**src/rtl/hermes_local_injector.sv**
```systemverilog
// Packet injector for a Hermes router LOCAL port: emits a header flit carrying the
// target address followed by req_len payload flits, under credit-based flow control.
module hermes_local_injector #(
    parameter int FLIT_SIZE = 32,
    parameter int LEN_WIDTH = 16,
    parameter int CNT_WIDTH = 16
) (
    input  logic                 clk_i,
    input  logic                 rst_i,
    input  logic                 req_valid_i,
    output logic                 req_ready_o,
    input  logic [15:0]          req_target_i,
    input  logic [LEN_WIDTH-1:0] req_len_i,
    input  logic                 pl_valid_i,
    output logic                 pl_ready_o,
    input  logic [FLIT_SIZE-1:0] pl_data_i,
    output logic                 tx_o,
    output logic                 eop_o,
    output logic [FLIT_SIZE-1:0] data_o,
    input  logic                 credit_i,
    output logic                 busy_o,
    output logic [CNT_WIDTH-1:0] pkt_count_o
);

    localparam logic [LEN_WIDTH-1:0] LEN_ZERO = {LEN_WIDTH{1'b0}};
    localparam logic [LEN_WIDTH-1:0] LEN_ONE  = {{(LEN_WIDTH-1){1'b0}}, 1'b1};
    localparam logic [CNT_WIDTH-1:0] CNT_ONE  = {{(CNT_WIDTH-1){1'b0}}, 1'b1};

    typedef enum logic [1:0] {
        ST_IDLE    = 2'd0,
        ST_HDR     = 2'd1,
        ST_PAYLOAD = 2'd2,
        ST_LAST    = 2'd3
    } state_t;

    state_t                 state_r, state_nx_s;
    logic                   tx_r, tx_nx_s;
    logic                   eop_r, eop_nx_s;
    logic [FLIT_SIZE-1:0]   data_r, data_nx_s;
    logic [LEN_WIDTH-1:0]   rem_r, rem_nx_s;
    logic [CNT_WIDTH-1:0]   cnt_r, cnt_nx_s;
    logic                   xfer_s, req_hs_s, pl_hs_s, pl_ready_s, req_ready_s;

    // Handshake qualifiers; payload may be taken on the very edge the output register empties.
    always_comb begin
        req_ready_s = 1'b0;
        pl_ready_s  = 1'b0;
        if (state_r == ST_IDLE) begin
            req_ready_s = ~rst_i;
        end else if ((state_r == ST_HDR || state_r == ST_PAYLOAD) && rem_r != LEN_ZERO) begin
            pl_ready_s = ~tx_r | credit_i;
        end else begin
            pl_ready_s = 1'b0;
        end
        xfer_s   = tx_r & credit_i;
        req_hs_s = req_valid_i & req_ready_s;
        pl_hs_s  = pl_valid_i & pl_ready_s;
    end

    // Next-state and next output-flit computation.
    always_comb begin
        state_nx_s = state_r;
        tx_nx_s    = tx_r;
        eop_nx_s   = eop_r;
        data_nx_s  = data_r;
        rem_nx_s   = rem_r;
        cnt_nx_s   = cnt_r;
        case (state_r)
            ST_IDLE: begin
                if (req_hs_s) begin
                    rem_nx_s   = req_len_i;
                    data_nx_s  = {{(FLIT_SIZE-16){1'b0}}, req_target_i};
                    tx_nx_s    = 1'b1;
                    eop_nx_s   = (req_len_i == LEN_ZERO);
                    state_nx_s = ST_HDR;
                end else begin
                    tx_nx_s = 1'b0;
                end
            end
            ST_HDR, ST_PAYLOAD: begin
                if (state_r == ST_HDR && xfer_s && eop_r) begin
                    tx_nx_s    = 1'b0;
                    eop_nx_s   = 1'b0;
                    cnt_nx_s   = cnt_r + CNT_ONE;
                    state_nx_s = ST_IDLE;
                end else if (pl_hs_s) begin
                    data_nx_s  = pl_data_i;
                    tx_nx_s    = 1'b1;
                    eop_nx_s   = (rem_r == LEN_ONE);
                    rem_nx_s   = rem_r - LEN_ONE;
                    state_nx_s = (rem_r == LEN_ONE) ? ST_LAST : ST_PAYLOAD;
                end else if (xfer_s) begin
                    tx_nx_s    = 1'b0;
                    state_nx_s = ST_PAYLOAD;
                end else begin
                    tx_nx_s = tx_r;
                end
            end
            ST_LAST: begin
                if (xfer_s) begin
                    tx_nx_s    = 1'b0;
                    eop_nx_s   = 1'b0;
                    cnt_nx_s   = cnt_r + CNT_ONE;
                    state_nx_s = ST_IDLE;
                end else begin
                    tx_nx_s = tx_r;
                end
            end
            default: begin
                state_nx_s = ST_IDLE;
                tx_nx_s    = 1'b0;
                eop_nx_s   = 1'b0;
            end
        endcase
    end

    // State and output-flit registers; reset drops any packet in flight.
    always_ff @(posedge clk_i or posedge rst_i) begin
        if (rst_i) begin
            state_r <= ST_IDLE;
            tx_r    <= 1'b0;
            eop_r   <= 1'b0;
            data_r  <= {FLIT_SIZE{1'b0}};
            rem_r   <= {LEN_WIDTH{1'b0}};
            cnt_r   <= {CNT_WIDTH{1'b0}};
        end else begin
            state_r <= state_nx_s;
            tx_r    <= tx_nx_s;
            eop_r   <= eop_nx_s;
            data_r  <= data_nx_s;
            rem_r   <= rem_nx_s;
            cnt_r   <= cnt_nx_s;
        end
    end

    assign req_ready_o = req_ready_s;
    assign pl_ready_o  = pl_ready_s;
    assign tx_o        = tx_r;
    assign eop_o       = eop_r;
    assign data_o      = data_r;
    assign busy_o      = (state_r != ST_IDLE);
    assign pkt_count_o = cnt_r;

endmodule

```
**config.mk**
```make
export PLATFORM = sky130hd
export DESIGN_NAME = hermes_local_injector
export DESIGN_NICKNAME = d
export VERILOG_FILES = /design/src/rtl/hermes_local_injector.sv
export SDC_FILE = /design/constraint.sdc
export NUM_CORES = 1
export LEC_CHECK = 0
export BUFFER_PORTS_ARGS = -buffer_cell sky130_fd_sc_hd__buf_2
export CORE_MARGIN = 8
export CORE_UTILIZATION = 35
export DETAILED_ROUTE_END_ITERATION = 8
export GPL_TIMING_DRIVEN = 0
export PLACE_DENSITY_LB_ADDON = 0.3
export SLEW_MARGIN = 20
export SYNTH_ARGS = -nofsm -noshare
export SYNTH_HDL_FRONTEND = slang
export SYNTH_SLANG_ARGS = --single-unit
```
**constraint.sdc**
```tcl
create_clock -name clk_i -period 2.8 [get_ports clk_i]
set_input_delay 0.14 -clock clk_i [delete_from_list [all_inputs] [get_ports clk_i]]
set_output_delay 0.14 -clock clk_i [all_outputs]
set_load 0.01 [all_outputs]
```
## Yosys cells after proc, flatten, opt, wreduce, memory -nomap -nowiden

Index checks and enable logic that the tools add are counted.

- Bits in registers: 68
- Bits of input ports: 69
- Word-level logic and storage cells: 71
- Output and inout bits: 53

- Equal/unequal tests: 11
- Bitwise logic cells: 6
- Reductions and logical operators: 15
- Multiplexer cells: 31
- $add $sub $neg: 2

Operators with widths:

| kind | count |
|---|---|
| $mux W32 | 3 |
| $mux W16 | 5 |
| $pmux W16 S2 | 2 |
| $pmux W32 S2 | 1 |
| $add A16 B1 Y16 const B | 1 |
| $eq A16 B1 Y1 const B | 1 |
| $logic_not A16 Y1 | 1 |
| $reduce_bool A16 Y1 | 1 |
| $sub A16 B1 Y16 const B | 1 |
| $mux W1 | 12 |
| $mux W2 | 5 |
| $ne A2 B2 Y1 const B | 5 |
| $reduce_and A3 Y1 | 3 |
| $pmux W1 S3 | 2 |
| $pmux W2 S3 | 1 |
| $reduce_bool A2 Y1 | 3 |
| $eq A2 B2 Y1 const B | 2 |
| $ne A4 B4 Y1 const B | 1 |
| $reduce_and A4 Y1 | 1 |
| $and A1 B1 Y1 | 3 |
| $logic_and A1 B1 Y1 | 3 |
| $ne A3 B3 Y1 const B | 1 |
| $eq A2 B1 Y1 const B | 1 |
| $logic_not A2 Y1 | 1 |
| other kinds (4) | 5 |

## Depth between registers and ports, before layout

Gate-level depths: netlist of run 1.

- Depth in word-level cells: 9
- Depth in mapped cells: 10
- Mapped depth without buffers: 7

## Worst setup path after synthesis of run 1

OpenSTA, ideal clock, no wires.

- Path kind: input to register
- Start: in rst_i
- End: reg data_r[10] (netlist: data_o[10])
- Buffers on the path: 2
- Library setup time: 125 ps
- Data required time: 2675 ps
- Arrival time: 3079 ps
- Stages: 7
- Path slack: -404 ps
- Cells stage by stage: inv_1 > a21oi_1 > nor3_1 > and2_1 > buf_6 > buf_6 > mux2_4

- Cells in the longest elaborated chain, start to end: 5

RTL lines:

| element | RTL line | RTL |
|---|---|---|
| start: declaration | 9 | `input logic rst_i,` |
| $not A1 Y1 | 49 | `req_ready_s = ~rst_i;` |
| $mux W1 | 48 | `if (state_r == ST_IDLE) begin` |
| $and A1 B1 Y1 | 56 | `req_hs_s = req_valid_i & req_ready_s;` |
| $ne A2 B2 Y1 (no source line) | -- |  |
| $reduce_and A4 Y1 (no source line) | -- |  |
| end signal: assignment | 123 | `data_r <= {FLIT_SIZE{1'b0}};` |
| end signal: assignment | 130 | `data_r <= data_nx_s;` |
| end: declaration | 39 | `logic [FLIT_SIZE-1:0] data_r, data_nx_s;` |

No other way between the ends.
A chain may end at the register's enable or synchronous reset.

## Worst setup path after layout of run 1

- Start: reg state_r[0]
- End: reg data_r[7] (netlist: data_o[7])

- Cells in the longest elaborated chain, start to end: 8
- Elaborated cells on any way between the ends: 19
- Those cells by class: eq/ne: 5; mux: 4; bitwise: 2; reduce/logical: 8

RTL lines:

| element | RTL line | RTL |
|---|---|---|
| start: declaration | 36 | `state_t state_r, state_nx_s;` |
| start signal: assignment | 127 | `state_r <= state_nx_s;` |
| $eq A2 B1 Y1 / $eq A2 B2 Y1 (equally long branches) | 50, 68, 81 |  |
| $logic_or A1 B1 Y1 | 50 | `end else if ((state_r == ST_HDR \|\| state_r == ST_PAYLOAD) && rem_r != LEN_ZERO) begin` |
| $logic_and A1 B1 Y1 | 50 |  |
| $mux W1 | 50 |  |
| $mux W1 | 48 |  |
| $and A1 B1 Y1 | 57 | `pl_hs_s = pl_valid_i & pl_ready_s;` |
| $ne A2 B2 Y1 (no source line) | -- |  |
| $reduce_and A4 Y1 (no source line) | -- |  |

Several ways; a longest one is shown, not always the timed one.

==> results of run 1 <==
[placed cells by master, fill, tap and decap left out, drive strengths merged, types with 13 or more instances in the layout]
cell    netlist  layout
buf           6     130
dfrtp        68      68
mux2         34      34
inv          27      30
nand4        26      26
o21ai        25      25
clkbuf       17      23
a21oi        21      21
nand2        18      18
nor2         14      14
nand3        13      13
xnor2        13      13
nor4         13      13
[layer usage]
metal / up-vias / routed length [um]
met1: 1586 / 4770
li1: 1592 / -
met4: 0 / 231
met3: 16 / 522
met5: - / 0
met2: 117 / 4900
[sequential cells by signal (all words and copies together), names as in the netlist]
register and count:
data_o 32, pkt_count_o 16, rem_r 16, state_r 2, eop_o 1, tx_o 1
[kinds of logic (layout without fill, tap and decap cells)]
logic type / count (synthesis) / count (layout)
XOR/XNOR: 15 / 15
flip-flops: 68 / 68
adder cells (fa/ha/maj): 6 / 6
buffers and inverters: 50 / 188
AND/OR/NAND/NOR: 113 / 113
AO/OA/AOI/OAI: 74 / 74
multiplexers: 37 / 37
[critical path, delay by kind of cell, from the launching register on]
kind	cells	cell delay [ns]
fa+ha+maj	1	0.40
buf+inv	4	0.69
flops	1	0.38
mux	1	0.32
simple gates	3	0.79
[through the flow]
stage | hold slack [ns] | util [%] | cell area (sq um)
after floorplan | 0.297 | - | 3680
after global routing | 0.0409 | 46.0 | 4720
after CTS | 0.0369 | 45.9 | 4720
after global placement | 0.392 | 43.3 | 4450
after detailed placement | 0.0662 | 43.7 | 4490
final | 0.0530 | 46.0 | 4720
[what timing repair did]
item	CTS	global route
hold buffers	1	0
setup buffers	0	1
pin swaps	0	1
endpoints found under the hold margin	68	0
endpoints found under the setup margin	37	36
gates resized for setup	4	6
[report_power, final]
part	internal (mW)	switching, mW
combinational	1.47	1.92
sequential	1.38	0.307
clock	0.427	0.433
total	3.28	2.66
[path summary, 6_finish.rpt]
check                                start               to  slack [ns]
max                             state_r[0]        data_o[7]        0.13
min                          pl_data_i[21]       data_o[21]        0.05
max reg2reg                     state_r[0]        data_o[7]        0.13
min reg2reg                pkt_count_o[15]  pkt_count_o[15]        0.49
max in group asynchronous            rst_i       data_o[28]        2.15
min in group asynchronous            rst_i             tx_o        0.26
[cell type report]
| cell class | instances | area (sq um) |
|---|---|---|
| timing repair buffer | 125 | 663 |
| clock inverter | 7 | 82.6 |
| buffer | 20 | 104 |
| inverter | 27 | 105 |
| multi-input combinational | 245 | 1770 |
| clock buffer | 9 | 124 |
| fill | 1014 | 5550 |
| sequential | 68 | 1700 |
| tap | 136 | 170 |
==> out/qor.yml, run 1 <==
synth_area_sq_mm: 0.00367
max-vdd-ir-drop_v: 0.000464
synth_cell_types: 44
instances_no_fill: 637
power_density_mw_per_mm2: 1260
crit_path_max_incr_delay_ns: 0.45
hold_path_class: "input port to flip-flop"
yosysSeqAreaShare_pct: 46.3
antenna_found_initial: 0
areaGrowthSynthToFinish_pct: 28.6
max_slew_margin_pct: 50.7
slew_viol_final: 0
grt_pass1_vias: 3522
grt.busiest_layer: "met2"
hpwl_um: 7860
cp_max_fo: 13
drc: 0
dp_slack_ns: -0.230
synth_top_cell_by_area: "dfrtp_1"
hold_depth: 3
cts.reportedPaths.clkPinSlew_ns: 0.08
yosys_most_used_dff: "dfrtp_1"
dp_cells: 622
synthMostInstantiatedCell: "dfrtp_1"
cp_slowest_cell: "nor3_2"
cp_cell_sequence: "inv_1 -> ha_1 -> inv_1 -> nor2_1 -> nor3_2 -> and2_1 -> buf_6 -> buf_6 -> mux2_4"
synth_top_family_by_area: "simple AND/OR/NAND/NOR gates"
drt-total-wl_um: 10400
status: "completed"
r2r_cells: 9
synth_common_cells: "dfrtp_1 (68), inv_1 (27), nand4_1 (26)"
synth_edf_count: 0
row_count: 37
timing.final.ws_setup_ns: 0.126
worstPathArrival_ns: 2.90
final_nets: 571
synth_nets: 438
critPathCaptureType: "flip-flop"
die_area_sq_mm: 0.0140
htreeDepth: 3
min_period_over_period_pct: 95.5
maxCapViolCount: 0
clk_latency_ns: 0.35
cts_root_buf: "clkbuf_8"
firstDrtPassIters: 4
groute.usage.overall_pct: 15.0
cts_made_buffers: 9
viasPerCell: 5.20
port_buffers: 121
muxShareOfSynthArea_pct: 12.9
use_met2_pct: 22.8
fin_total_pwr_mw: 5.94
cts_tree: "yes"
place_congestion: 0.883
ant_nets: 0
required_ns: 3.03
vias: 3311
design.core.area_sq_mm: 0.0103
synthXorXnorAreaFrac_pct: 3.58
setup.worst_path.start_class: "flip-flop"
clock-sinks: 68
grt_pass1_wl_um: 17400
crit_type: "flip-flop to flip-flop"
yosys_register_bits: 68
clockBufferDepth: 2
wire_per_inst_um: 16.4
yosys.area_share.simple_pct: 17.6
avgSynthCellArea_sq_um: 10.1
yosys-top-cells-area: "dfrtp_1 (46%), mux2_4 (6.5%), mux2_2 (5.5%), nand4_1 (4.4%), xnor2_1 (3.1%)"
yosysWarnings: 0
ioPinCount: 122
grt_max_degree: 35
max_freq_ghz: 0.374
drt-initial-drc-count: 175
syn_inst: 363
setup_viol_count_final: 0
use_met3_pct: 4.05
grt_overflow: 0
synth-compound-area-share_pct: 11.9
rsz0062_at_grt: "false"
worst_slew_pin_slew_ns: 0.733
grt_use_met1_pct: 19.8
power_leakage_nw: 2.25
dieHeight_um: 118
fin_crit_ns: 2.67
die_w_um: 118
initial_utilization_pct: 35.8
fin_skew_ns: 0.0120
antennaDiodeCount: 0
hold_viol_final: 0
synth_fa_ha_area_share_pct: 2.04
yosys.area.top_type_share_pct: 46.3
drive_gt1_share_pct: 37.9
finalSetupTns_ns: 0
async_flop_share_pct: 100
Power figures use the tool's default switching activity.
==> run 2, diff against run 1 <==
Settings changed: ABC_AREA from default to 1.
==> run 2 against run 1 <==
  * Combinational power shrank 3%
  * Clock power grew 16%
  * Die area grew 5.0%
  * Worst hold slack lost 0.021 ns
  * Sequential share of layout area shrank 1.6 points
  * Wire length grew 8.7%
  * Final area grew 4.7%
  * Clock skew shrank 0.00078 ns
  * Critical path type unchanged
  * Largest cell class unchanged
  * Largest power group unchanged
==> out/qor.yml, run 2 <==
grt_pass1_wl_um: 19200  # +10%
slew_viol_final: 0  # unchanged
cts.reportedPaths.clkPinSlew_ns: 0.08  # about the same
yosys_register_bits: 68  # unchanged
dp_slack_ns: 0.677  # +0.907 ns
setup_viol_count_final: 0  # unchanged
critPathTopFamily: "buffers and inverters"
hold_path_end: "data_o[16]"
max_slew_margin_pct: 49.0  # -1.7 points
syn_inst: 505  # +39%
avgSynthCellArea_sq_um: 7.70  # -24%
yosys.area.top_type_share_pct: 43.8  # -2.5 points
multiInputGateArea_sq_mm: 0.00190  # +7.1%
cp_max_fo: 10  # -3
vias: 3700  # +12%
die_area_sq_mm: 0.0147  # +5.0%
hold_path_class: "input port to flip-flop"
n_fill_cell: 1121  # +11%
cts_made_buffers: 9  # unchanged
drc: 0  # unchanged
synth_fa_ha_area_share_pct: 1.93  # -0.11 points
max_freq_ghz: 0.471  # +26%
htreeDepth: 3  # unchanged
async_flop_share_pct: 100  # unchanged
clk_latency_ns: 0.35  # about the same
seq_area_sq_mm: 0.00170  # unchanged
power_leakage_nw: 2.69  # +19%
finalSetupTns_ns: 0  # unchanged
hold_ws_ns: 0.0320  # -0.0210 ns
cp_slowest_cell: "dfrtp_1"
drt-initial-drc-count: 183  # +4.6%
crit_path_max_incr_delay_ns: 0.40  # -0.05 ns
max-vdd-ir-drop_v: 0.000581  # +25%
yosys.area_share.simple_pct: 32.2  # +15 points
status: "completed"
power_density_mw_per_mm2: 1210  # -4.1%
initial_utilization_pct: 35.9  # +0.12 points
synthMostInstantiatedCell: "nand2_1"
yosysSeqAreaShare_pct: 43.8  # -2.5 points
r2r_end: "rem_r[13]"
drive_gt1_share_pct: 26.4  # -12 points
setup.worst_path.start_class: "flip-flop"
design.core.area_sq_mm: 0.0108  # +5.5%
ioPinCount: 122  # unchanged
grt_pass1_vias: 3901  # +11%
fin_crit_ns: 2.12  # -0.551 ns
final_cell_mix: "nand2_1 (178), buf_2 (123), dfrtp_1 (68)"
muxShareOfSynthArea_pct: 4.12  # -8.8 points
dieHeight_um: 121  # +2.5%
cp_cell_sequence: "inv_1 -> ha_1 -> buf_4 -> inv_2 -> nor2_4 -> inv_2 -> a21oi_1 -> nand2_2 -> buf_6 -> inv_4 -> buf_6 -> nand2_1 -> nand2_1"
synth-compound-area-share_pct: 7.27  # -4.6 points
dp_cells: 767  # +23%
r2r_cells: 13  # +4
synth_nets: 580  # +32%
fin_skew_ns: 0.0113  # -0.000780 ns
antennaDiodeCount: 0  # unchanged
utilization_pct: 45.6  # -0.32 points
antenna_found_initial: 0  # unchanged
synth_area_sq_mm: 0.00389  # +5.8%
design_area_sq_mm: 0.00495  # +4.7%
port_buffers: 121  # unchanged
hpwl_um: 8780  # +12%
areaGrowthSynthToFinish_pct: 27.3
crit_type: "flip-flop to flip-flop"
final_nets: 714  # +25%
synth_edf_count: 0  # unchanged
required_ns: 3.09  # +0.06 ns
final_common_cell: "nand2_1"
cts_tree: "yes"
placed_cell_area_sq_mm: 0.00470  # +4.6%
hold_viol_final: 0  # unchanged
post_cts_buffers: 0  # unchanged
synthXorXnorAreaFrac_pct: 3.38  # -0.20 points
critPathCaptureType: "flip-flop"
firstDrtPassIters: 5  # +1
rsz0062_at_grt: "false"
die_w_um: 121  # +2.5%
synth_cell_types: 34  # -23%
synth_top_family_by_area: "simple AND/OR/NAND/NOR gates"
place_congestion: 0.855  # -3.3%
rrSetupSlack_ns: 0.68  # +0.55 ns
synth_common_cells: "nand2_1 (178), dfrtp_1 (68), nor2_1 (43)"
instances_no_fill: 784  # +23%
yosys_most_used_dff: "dfrtp_1"
hold_depth: 3  # unchanged
row_count: 38  # +2.7%
worstPathArrival_ns: 2.41  # -0.49 ns
fin_total_pwr_mw: 5.97  # +0.46%
timing.final.ws_setup_ns: 0.677  # +0.551 ns
grt_max_degree: 42  # +20%
groute.usage.overall_pct: 16.3  # +1.3 points
r2r-start: "state_r[0]"
clock-sinks: 68  # unchanged
yosysWarnings: 0  # unchanged
worstHoldStart: "pl_data_i[16]"
viasPerCell: 4.72  # -9.2%
worst_slew_pin_slew_ns: 0.766  # +0.0329 ns
yosys-top-cells-area: "dfrtp_1 (44%), nand2_1 (17%), o21ai_1 (4.4%), nor2_1 (4.2%), mux2i_1 (4.1%)"
min_period_over_period_pct: 75.8  # -20 points
wire_per_inst_um: 14.5  # -12%
ant_nets: 0  # unchanged
synth_top_cell_by_area: "dfrtp_1"
drt-total-wl_um: 11300  # +8.7%
largest_register_ffs: 32  # unchanged
grt_overflow: 0  # unchanged
crit_buf_inv: 7  # +3
clockBufferDepth: 2  # unchanged
cts_root_buf: "clkbuf_8"
maxCapViolCount: 0  # unchanged
-- run 2: layout make-up --
| type | count | area share, % |
|---|---|---|
| repair buffers | 123 | 13.0 |
| plain buffers | 18 | 2.71 |
| multi-input cells | 379 | 38.4 |
| clock inverters | 6 | 2.25 |
| inverters | 40 | 3.14 |
| well taps | 140 | 3.54 |
| flip-flops and latches | 68 | 34.4 |
| clock buffers | 10 | 2.58 |
-- run 2: power breakdown --
group	internal (mW)	switching [mW]
clock	0.594	0.406
sequential	1.36	0.310
combinational	1.24	2.06
total	3.19	2.78
-- run 2: metal layers --
layer	vias to the layer above	global-route usage [%]	share of wire [%]	wire, um
met2	121	25.4	45	5110
met5	-	0	0	0
met1	1691	20.6	46	5190
met3	16	5.07	7.4	837
met4	0	6.25	1.7	195
li1	1872	-	-	-
-- run 2: repair_timing --
action,CTS,global route
hold endpoints to repair,27,0
gates resized for setup,0,0
hold buffers,1,0
-- run 2: how the worst max path moves through the flow --
| stage | slack [ns] | to | from | cells past startpoint |
|---|---|---|---|---|
| 2_1_floorplan | 0.25 | rem_r[2] | rst_i | 8 |
| 3_3_place_gp | -0.84 | rem_r[1] | rst_i | 10 |
| 3_5_place_dp | 0.68 | pkt_count_o[9] | state_r[0] | 11 |
| 4_1_cts | 0.66 | pkt_count_o[9] | state_r[0] | 11 |
| 5_1_grt | 0.46 | pkt_count_o[9] | state_r[0] | 11 |
| 6_report | 0.68 | rem_r[13] | state_r[0] | 13 |
-- run 2: logic make-up after synthesis --
logic type	after synthesis
AOI/OAI and AO/OA	55
xor gates and xnor gates	15
adders and majority gates	6
buffers and inverters	58
DFF	68
muxes	16
and+or+nand+nor	287
-- run 2: worst min-delay path, stage by stage --
cell and delay [ns]:
buf_2 0.10, nand2_1 0.05, o21ai_1 0.06
==> run 3, diff against run 2 <==
Clock period 2.8 ns to 1.91 ns, I/O delays scaled along.
==> run 3 against run 2 <==
  * Sequential cell count is the same
  * Register-to-register slack lost 0.64 ns
  * Final area grew 9.2%
  * Global-route usage grew 0.092 points
  * Critical endpoint is now data_o[10]
==> out/qor.yml, run 3 (synthesis results as in run 2) <==
status: "completed"
areaGrowthSynthToFinish_pct: 38.9
largest_register_ffs: 32  # unchanged
p_sw_mw: 4.47  # +61%
crit_type: "flip-flop to flip-flop"
drt-total-wl_um: 12000  # +5.5%
fin_crit_ns: 1.87  # -0.250 ns
dieHeight_um: 121  # unchanged
vias: 3879  # +4.8%
comb_power_share_pct: 63.2  # +7.9 points
crit_buf_inv: 4  # -3
clk_latency_ns: 0.35  # about the same
row_count: 38  # unchanged
drc: 0  # unchanged
design.core.area_sq_mm: 0.0108  # unchanged
fin_skew_ns: 0.0110  # -0.000218 ns
firstDrtPassIters: 4  # -1
grt_pass1_vias: 4036  # +3.5%
p_clk_share_pct: 10.9  # -5.8 points
htreeDepth: 3  # unchanged
netSwitchingFraction_pct: 46.8  # +0.26 points
setup.worst_path.start_class: "flip-flop"
wire_per_inst_um: 14.7  # +1.3%
final_cell_mix: "nand2_1 (165), buf_2 (123), dfrtp_1 (68)"
antenna_found_initial: 0  # unchanged
worst_slew_pin_slew_ns: 0.681  # -0.0845 ns
cts_tree: "yes"
power_frac_seq_pct: 25.8  # -2.2 points
grt_overflow: 0  # unchanged
cts_root_buf: "clkbuf_8"
place_congestion: 0.849  # -0.62%
power_leakage_nw: 2.88  # +7.1%
instances_no_fill: 816  # +4.1%
hpwl_um: 8810  # +0.39%
ant_nets: 0  # unchanged
die_w_um: 121  # unchanged
worstPathArrival_ns: 2.11  # -0.30 ns
p_int_mw: 5.09  # +59%
min_period_over_period_pct: 98.1  # +22 points
port_buffers: 121  # unchanged
clock-sinks: 68  # unchanged
setup_viol_count_final: 0  # unchanged
die_area_sq_mm: 0.0147  # unchanged
viasPerCell: 4.75  # +0.73%
required_ns: 2.14  # -0.95 ns
final_nets: 747  # +4.6%
crit_path_max_incr_delay_ns: 0.37  # -0.03 ns
rsz0062_at_grt: "true"
cts.reportedPaths.clkPinSlew_ns: 0.07  # about the same
max-vdd-ir-drop_v: 0.00114  # +95%
groute.usage.overall_pct: 16.4  # +0.092 points
clockBufferDepth: 2  # unchanged
hold_ws_ns: 0.0145  # -0.0175 ns
grt_pass1_wl_um: 19700  # +2.6%
cp_max_fo: 6  # -4
critPathCaptureType: "flip-flop"
cts_made_buffers: 9  # unchanged
cp_slowest_cell: "dfrtp_1"
slew_viol_final: 0  # unchanged
critPathTopFamily: "simple AND/OR/NAND/NOR gates"
power_density_mw_per_mm2: 1770  # +47%
max_slew_margin_pct: 54.6  # +5.6 points
final_common_cell: "nand2_1"
antennaDiodeCount: 0  # unchanged
maxCapViolCount: 0  # unchanged
cp_cell_sequence: "inv_2 -> ha_4 -> inv_8 -> nor3_4 -> nand3_4 -> nand2_2 -> nand2_4 -> clkbuf_16 -> clkbuf_16 -> nand2_2 -> o21ai_1"
hold_path_class: "input port to flip-flop"
drt-initial-drc-count: 180  # -1.6%
dp_cells: 768  # +0.13%
grt_max_degree: 31  # -26%
initial_utilization_pct: 35.9  # unchanged
ioPinCount: 122  # unchanged
hold_viol_final: 0  # unchanged
drive_gt1_share_pct: 32.8  # +6.4 points
max_freq_ghz: 0.534  # +13%
[run 3: cell type report]
class | count | area (sq um)
Buffer | 17 | 165
Timing Repair Buffer | 157 | 1000
Fill cell | 1089 | 5440
Inverter | 40 | 169
Multi-Input combinational cell | 379 | 2020
Clock buffer | 10 | 138
Sequential cell | 68 | 1700
Clock inverter | 5 | 28.8
Tap cell | 140 | 175
[run 3: path summary, 6_finish.rpt]
| kind | from | to | slack (ns) | cells after the start |
|---|---|---|---|---|
| max in group asynchronous | rst_i | eop_o | 0.52 | 4 |
| min reg2reg | data_o[21] | data_o[21] | 0.49 | 2 |
| max | state_r[1] | data_o[10] | 0.04 | 11 |
| min | pl_data_i[18] | data_o[18] | 0.01 | 3 |
| min in group asynchronous | rst_i | rem_r[3] | 0.38 | 4 |
| max reg2reg | state_r[1] | data_o[10] | 0.04 | 11 |
[run 3: worst reg2reg max path: cells and delay by family, from the launching register on]
family	cells	cell delay (ns)
simple gates	5	0.57
fa+ha+maj	1	0.33
compound gates	1	0.05
flops	1	0.37
buf+inv	4	0.46
[run 3: routing by layer]
| layer | global-route usage [%] | part of all wire [%] | wire [um] |
|---|---|---|---|
| met1 | 20.4 | 44 | 5280 |
| met2 | 26.1 | 47 | 5620 |
| met3 | 5.91 | 7.8 | 938 |
| met4 | 4.63 | 0.95 | 114 |
| met5 | 0 | 0 | 0 |
[run 3: repair_timing]
item	in CTS	in global routing
hold buffers	17	0
buffers inserted	5	9
gates cloned	0	3
endpoints found under the setup margin	57	59
hold endpoints to repair	27	0
resized for setup	8	47
pin swaps	2	6
[run 3: per-stage QoR]
step / worst slack (ns) / power (mW) / instance area [sq um] / util [%] / setup TNS [ns]
3_3_place_gp: -0.993 / 7.23 / 4680 / 43.1 / -47.10
5_1_grt: -0.0801 / 10.4 / 5400 / 49.8 / -2.12
4_1_cts: 0.000693 / 8.62 / 5110 / 47.2 / 0
2_1_floorplan: -0.127 / 5.86 / 3900 / - / -4.02
6_report: 0.0365 / 9.56 / 5400 / 49.8 / 0
3_5_place_dp: -0.167 / 7.34 / 4720 / 43.5 / -6.63
[run 3: power by group through the flow]
stage | clock network [mW] | registers, mW | logic [mW]
final | 1.04 | 2.47 | 6.05
after global routing | 1.13 | 2.55 | 6.73
after CTS | 1.07 | 2.44 | 5.10
after detailed placement | 0 | 2.46 | 4.88
after global placement | 0 | 2.44 | 4.78
after floorplan | 0 | 2.54 | 3.32
